## config.mk

```make
export PLATFORM = sky130hd
export DESIGN_NAME = booth_multiplier_seq
export DESIGN_NICKNAME = d
export VERILOG_FILES = /design/src/rtl/booth_multiplier_seq.sv
export SDC_FILE = /design/constraint.sdc
export NUM_CORES = 1
export LEC_CHECK = 0
export CORE_ASPECT_RATIO = 0.6
export CORE_UTILIZATION = 30
export CTS_BUF_LIST = sky130_fd_sc_hd__clkbuf_8 sky130_fd_sc_hd__clkbuf_16
export DETAILED_ROUTE_END_ITERATION = 8
export SKIP_LAST_GASP = 1
export SYNTH_ARGS = -nofsm -noshare
export SYNTH_HDL_FRONTEND = slang
export SYNTH_SLANG_ARGS = --single-unit
```

## constraint.sdc

```tcl
create_clock -name clock -period 5.3 [get_ports clock]
set_clock_uncertainty 0.1 [all_clocks]
set_input_delay 0.795 -clock clock [delete_from_list [all_inputs] [get_ports clock]]
set_output_delay 0.795 -clock clock [all_outputs]
set_load 0.02 [all_outputs]
```

## src/rtl/booth_multiplier_seq.sv

```systemverilog
// Sequential radix-2 Booth multiplier, one add/sub-and-shift per clock.
// Define MULT_OVERFLOW_EN to compile in the overflow comparator.
module booth_multiplier_seq #(
  parameter int WIDTH = 32
) (
  input  logic               clock,
  input  logic               reset_n,
  input  logic               start,
  input  logic               is_signed,
  input  logic [WIDTH-1:0]   in1,
  input  logic [WIDTH-1:0]   in2,
  output logic               busy,
  output logic               out_valid,
  output logic [2*WIDTH-1:0] out,
  output logic               overflow
);

  localparam int XW = WIDTH + 1;
  localparam int CW = $clog2(WIDTH + 2);
  localparam logic [CW-1:0] LAST = CW'(WIDTH);

  localparam logic [1:0] S_IDLE = 2'd0;
  localparam logic [1:0] S_RUN  = 2'd1;
  localparam logic [1:0] S_DONE = 2'd2;

  logic [1:0]         state;
  logic [XW-1:0]      acc;
  logic [XW-1:0]      mq;
  logic [XW-1:0]      mcand;
  logic               q_m1;
  logic [CW-1:0]      cnt;
  logic [XW-1:0]      ext1;
  logic [XW-1:0]      ext2;
  logic [XW-1:0]      acc_sum;
  logic [2*WIDTH-1:0] prod;

  // One extra sign/zero bit lets a single signed datapath cover both modes
  assign ext1 = {is_signed & in1[WIDTH-1], in1};
  assign ext2 = {is_signed & in2[WIDTH-1], in2};

  // Product bits live in the low 2*WIDTH bits of {acc, mq}
  assign prod = {acc[WIDTH-2:0], mq};

  assign busy = (state != S_IDLE);

  // Booth recoding of the current multiplier bit pair
  always_comb begin
    acc_sum = acc;
    unique case (1'b1)
      (!mq[0] &&  q_m1): acc_sum = acc + mcand;
      ( mq[0] && !q_m1): acc_sum = acc - mcand;
      default:           acc_sum = acc;
    endcase
  end

  // Control, datapath and result registers
  always_ff @(posedge clock or negedge reset_n) begin
    if (!reset_n) begin
      state     <= S_IDLE;
      acc       <= '0;
      mq        <= '0;
      mcand     <= '0;
      q_m1      <= 1'b0;
      cnt       <= '0;
      out       <= '0;
      out_valid <= 1'b0;
    end else begin
      out_valid <= 1'b0;
      unique case (state)
        S_IDLE: begin
          if (start) begin
            acc   <= '0;
            mq    <= ext1;
            mcand <= ext2;
            q_m1  <= 1'b0;
            cnt   <= '0;
            state <= S_RUN;
          end
        end
        S_RUN: begin
          {acc, mq, q_m1} <= {acc_sum[XW-1], acc_sum, mq};
          cnt             <= cnt + 1'b1;
          if (cnt == LAST) begin
            state <= S_DONE;
          end
        end
        S_DONE: begin
          out       <= prod;
          out_valid <= 1'b1;
          cnt       <= '0;
          state     <= S_IDLE;
        end
        default: state <= S_IDLE;
      endcase
    end
  end

`ifdef MULT_OVERFLOW_EN
  logic sgn_q;
  logic ovf_calc;
  logic [WIDTH:0]   hi_s;
  logic [WIDTH-1:0] hi_u;

  assign hi_s = prod[2*WIDTH-1:WIDTH-1];
  assign hi_u = prod[2*WIDTH-1:WIDTH];

  // Signed fits when the top WIDTH+1 bits are a pure sign extension
  always_comb begin
    ovf_calc = 1'b0;
    if (sgn_q) begin
      ovf_calc = !((&hi_s) || !(|hi_s));
    end else begin
      ovf_calc = |hi_u;
    end
  end

  // Mode of the operation in flight and the flag registered with out
  always_ff @(posedge clock or negedge reset_n) begin
    if (!reset_n) begin
      sgn_q    <= 1'b0;
      overflow <= 1'b0;
    end else begin
      if (state == S_IDLE && start) begin
        sgn_q <= is_signed;
      end
      if (state == S_DONE) begin
        overflow <= ovf_calc;
      end
    end
  end
`else
  assign overflow = 1'b0;
`endif

endmodule

```

======== Yosys cells after proc, flatten, opt, wreduce, memory -nomap -nowiden ========
Index checks and enable logic that the tools add are counted.
storage, ports and cells
  bits in registers ....................... 173
  bits of input ports ..................... 68
  output and inout port bits .............. 67
  logic and storage cells ................. 43
cells by class
  add/subtract/negate cells ............... 3
  eq/ne operators ......................... 5
  mux-type cells .......................... 13
  bitwise gates (word level) .............. 2
  reductions and logical operators ........ 12
operators by type and width
  operator             number
  $pmux 33 s2          3
  $mux 33              2
  $add 33x33->33       1
  $sub 33x33->33       1
  $pmux 6 s3           1
  $reduce_and 2->1     4
  $add 6x1->6 const B  1
  $eq 6x6->1 const B   1
  $mux 6               1
  $mux 2               2
  $ne 2x2->1 const B   2
  $pmux 2 s2           1
  $reduce_bool 2->1    2
  $reduce_bool 3->1    1
  $and 1x1->1          2
  $eq 2x1->1 const B   1
  $eq 2x2->1 const B   1
  $logic_and 1x1->1    2
  $logic_not 1->1      2
  $logic_not 2->1      1
  $mux 1               2
  $pmux 1 s2           1

======== Depth between registers and ports, before layout ========
  depth in word-level cells ............... 4
  depth in mapped cells ................... 19
  gate-level depth less buffers ........... 18

======== Worst setup path after synthesis ========
Ideal clock, no wire load.
  kind .................................... flip-flop to flip-flop
  start point ............................. register mcand[3]
  end point ............................... register acc[31]
  setup time .............................. 0.121 ns
  arrival time ............................ 3.613 ns
  required time ........................... 5.079 ns
  path slack .............................. 1.466 ns
  stages on the path, launching flop included .. 20
  path buffers ............................ 1
  period minus slack after synthesis ...... 3.834 ns
  path through ............................ dfrtp_1 > nor3_1 > nand2_1 > nor3_1 > nand2b_1 > nor3_1 > and2_1 > clkbuf_1 > a31oi_1 > xnor2_1 > ha_1 > a21o_1 > a21o_1 > a21o_1 > a31oi_1 > a21oi_1 > o22ai_1 > xnor2_1 > o21ai_1 > a22o_1
on the way
  word-level cells in the longest chain between the ends .. 3
  elaborated cells between the ends (all ways) .. 4
  classes of those cells .................. add/sub: 2; mux: 2
ends and longest elaborated chain
  element                                           RTL line  RTL
  start, declared                                   29        logic [XW-1:0] mcand;
  start signal, assigned                            74        mcand <= ext2;
  $sub 33x33->33 or $add 33x33->33 (tied branches)  51, 50
  $pmux 33 s2 (*)                                   49        unique case (1'b1)
  $pmux 33 s2 (*)                                   69        unique case (state)
  end signal, assigned                              81        {acc, mq, q_m1} <= {acc_sum[XW-1], acc_sum, mq};
  end, declared                                     27        logic [XW-1:0] acc;
Every way passes the cells marked *; elsewhere a longest branch is shown, timed or not.
A chain may end at the register's enable or synchronous reset.

======== Final worst setup path ========
  start point ............................. register mcand[3]
  end point ............................... register acc[29]
Same word-level chain as after synthesis.

==> summary.md <==
| Metric | Value |
|---|---|
| Drt total wl | `25.6 mm` |
| R2R Path End | `acc[29]` |
| Seq. cell area | `4300 um^2` |
| Tot GR Track Use | `0.163` |
| Worst endpoint data arrival time | `between 4 and 5 ns` |
| Top Ports | `around 140` |
| Setup crit end | `acc[29]` |
| Nature of the critical path startpoint | `register` |
| Htree depth | `4` |
| Slew headroom | `0.345` |
| Core area | `just over 30000 um^2` |
| Util after Layout | `0.387` |
| CP Class | `reg2reg` |
| Avg Cell Area, Syn | `roughly 9.3 um^2` |
| Most numerous cell in the Yosys netlist | `dfrtp_1` |
| Async set or reset register ratio after synthesis | `1.00` |
| Status | `complete, no violations` |
| Drt first pass iters | `5` |
| Top-area cell type share of the netlist area | `0.454` |
| Reg2reg start | `mcand[3]` |
| Clk sinks | `~170` |
| Syn_nets | `around 1100` |
| Worst hold margin | `approximately 0.22 ns` |
| Worst vdd ir | `between 0.0003 and 0.0004 V` |
| Resized cells post-CTS | `0` |
| Via-per-instance ratio | `5.02` |
| First-pass GRT wire length | `40.9 mm` |
| Synth top cells by count | `dfrtp_1 (172), nand2_1 (171), nor2_1 (78)` |
| Ranking of synthesized cells by area | `dfrtp_1 (45%), mux2_2 (7.6%), nand2_1 (6.8%)` |
| Initial core utilization | `0.311` |
| Clk pwr share | `0.146` |
| FF-to-FF path depth | `18` |
| Max-Cap Viols | `0` |
| Root Driver | `clkbuf_16` |
| Sw Share | `0.457` |
| Die Ht | `around 140 um` |
| DIE WIDTH | `between 200 and 250 um` |
| Initial antenna violation count | `0` |
| Final period util | `0.856` |
| Cts hold-fix bufs | `0` |
| Top FF cell, synth | `dfrtp_1` |
| Grt total ovfl | `0` |
| Clk_lat worst skew | `0.45 ns` |
| CP max FO | `7` |
| Post-synth EDFFs | `0` |
| Mapped Cells | `slightly above 1000` |
| Post-DRT Antenna Nets | `0` |
| Reg2reg setup slack | `0.76 ns` |
| CTS Buffer Depth | `2` |
| RSZ-0062 raised after global routing | `false` |
| CTS tree | `yes` |
| Clk slew on worst S/H paths | `0.07 ns` |
| PortBufs | `around 130` |
| CTS Buf Count | `17` |
| Min-delay worst type | `in2async` |
| CP endpoint kind | `register` |
| Synth area leader | `dfrtp_1` |
| Worst-margin pin slew | `~0.98 ns` |
| Area of the multi-input gates | `just under 5000 um^2` |
| Min Tclk post-route | `roughly 4.5 ns` |
| DIE AREA | `about 32000 um^2` |
| Pin count of the biggest net entering global routing | `between 60 and 70` |
| Fraction of layout cells with a size suffix above 1 | `0.103` |
| Cell Area, Synth | `9480 um^2` |
| Filler Cell Count | `~3100` |
| Routed wire per std cell | `about 17 um` |
| Post-DP HPWL | `~18 mm` |
| Unique masters post-synth | `58` |
| Max-slew violation count | `0` |
| Area Overhead vs Synth | `24.5%` |
| Postcts setup bufs | `0` |
| Pwr dens | `813 nW/um^2` |
| Register share of total power | `0.250` |
| Leak pwr | `around 0.0053 uW` |
| Combinational Power Share | `0.603` |
| RD Place Congestion | `0.889` |
| # setup viols final | `0` |
| Setup TNS | `0 ns` |
| Internal | `around 5200 uW` |
| DRC | `0` |
| Final hold vios | `0` |
| Vias in the first global route | `7325` |
| Yosys warnings | `0` |
| CP startpoint | `mcand[3]` |
| Layout net count | `between 1000 and 1500` |
| Critical path required time | `approximately 5.5 ns` |
| Antenna cell count | `0` |
| Rows | `49` |
| Vias | `approximately 7700` |
| Maximum clock rate | `roughly 220 MHz` |
| DRT iter0 DRCs | `~600` |
| Seq cells post-synth | `172` |
| Seq/Total Area, Yosys | `0.454` |
| P_sw | `~4400 uW` |
sequential cells by signal, summed over array words and instances, names as in the netlist:
| signal | cells |
|---|---|
| acc | 32 |
| cnt | 6 |
| mcand | 33 |
| mq | 33 |
| out | 64 |
| out_valid | 1 |
| q_m1 | 1 |
| state | 2 |
how the worst min path moves through the flow:
| stage | startpoint | to | slack, ns |
|---|---|---|---|
| 5_1_grt | reset_n | out[27] | 0.25 |
| 3_5_place_dp | out[33] | out[33] | 0.37 |
| 6_report | reset_n | out[27] | 0.22 |
| 4_1_cts | reset_n | out[27] | 0.25 |
| 3_3_place_gp | out[33] | out[33] | 0.36 |
| 2_1_floorplan | cnt[5] | cnt[5] | 0.36 |
power by group through the flow:
| stage | Combinational [uW] | Sequential (uW) | Clock, uW |
|---|---|---|---|
| after floorplan | 4180 | 2440 | 0 |
| after global placement | 5670 | 2410 | 0 |
| after detailed placement | 5710 | 2420 | 0 |
| after CTS | 5760 | 2410 | 1440 |
| after global routing | 6390 | 2490 | 1500 |
| final | 5790 | 2400 | 1400 |
logic make-up (layout without fill, tap and decap cells):
logic type | Yosys count | count (layout) | synth area share
AO/OA/AOI/OAI | 228 | 228 | 0.151
XOR/XNOR | 60 | 60 | 0.0562
adder cells (fa/ha/maj) | 37 | 37 | 0.0496
buffers and inverters | 87 | 195 | 0.0356
flip-flops | 172 | 172 | 0.454
multiplexers | 69 | 69 | 0.0813
other | 1 | 1 | 0.000396
AND/OR/NAND/NOR | 367 | 367 | 0.172
placed cells by master, fill, tap and decap left out, types with 14 or more instances in the layout:
cell type,count
nand3_1,53
xnor2_1,48
nor2_1,78
a21oi_1,59
nand2_1,170
nor3_1,15
dfrtp_1,172
o21ai_0,41
a21o_1,20
mux2_2,64
inv_1,21
clkdlybuf4s50_1,132
ha_1,36
o211ai_1,14
clkbuf_16,17
a31oi_1,40
area by class of cell:
class | instances | area share
Tap cell | 408 | 0.0433
Clock buffer | 20 | 0.0395
Multi-Input combinational cell | 762 | 0.412
Clock inverter | 12 | 0.0156
Sequential cell | 172 | 0.365
Timing Repair Buffer | 142 | 0.119
Inverter | 21 | 0.00668
per-layer routing:
| metal | vias to the layer above | track usage | wire [um] |
|---|---|---|---|
| li1 | 3777 | - | - |
| met1 | 3751 | 0.244 | 13100 |
| met2 | 163 | 0.228 | 10900 |
| met3 | 22 | 0.0428 | 1330 |
| met4 | 0 | 0.0422 | 287 |
| met5 | - | 0 | 0 |
critical path, cell delays in order (launching register included):
cell and delay [ns]:
dfrtp_1 0.42, nor3_1 0.27, nand2_1 0.22, nor3_1 0.25, nand2b_1 0.16, nor3_1 0.54
and2_1 0.36, nor2_1 0.08, xnor2_1 0.14, ha_1 0.36, nand2_1 0.20, a21oi_1 0.06
a21oi_1 0.22, o21ai_0 0.10, a211oi_1 0.44, o21ai_1 0.13, xor2_1 0.15, mux2i_1 0.12
a21oi_1 0.08
metrics by stage:
stage / std cells / power (uW) / area, um^2 / setup slack [ns]
floorplan: 1021 / 6620 / 9480 / 1.47
global placement: 1505 / 8080 / 11200 / 0.979
detailed placement: 1505 / 8140 / 11200 / 0.907
CTS: 1537 / 9610 / 11800 / 0.870
global route: 1537 / 10400 / 11800 / 0.391
finish: 1537 / 9590 / 11800 / 0.761
(Power assumes the default switching activity.)
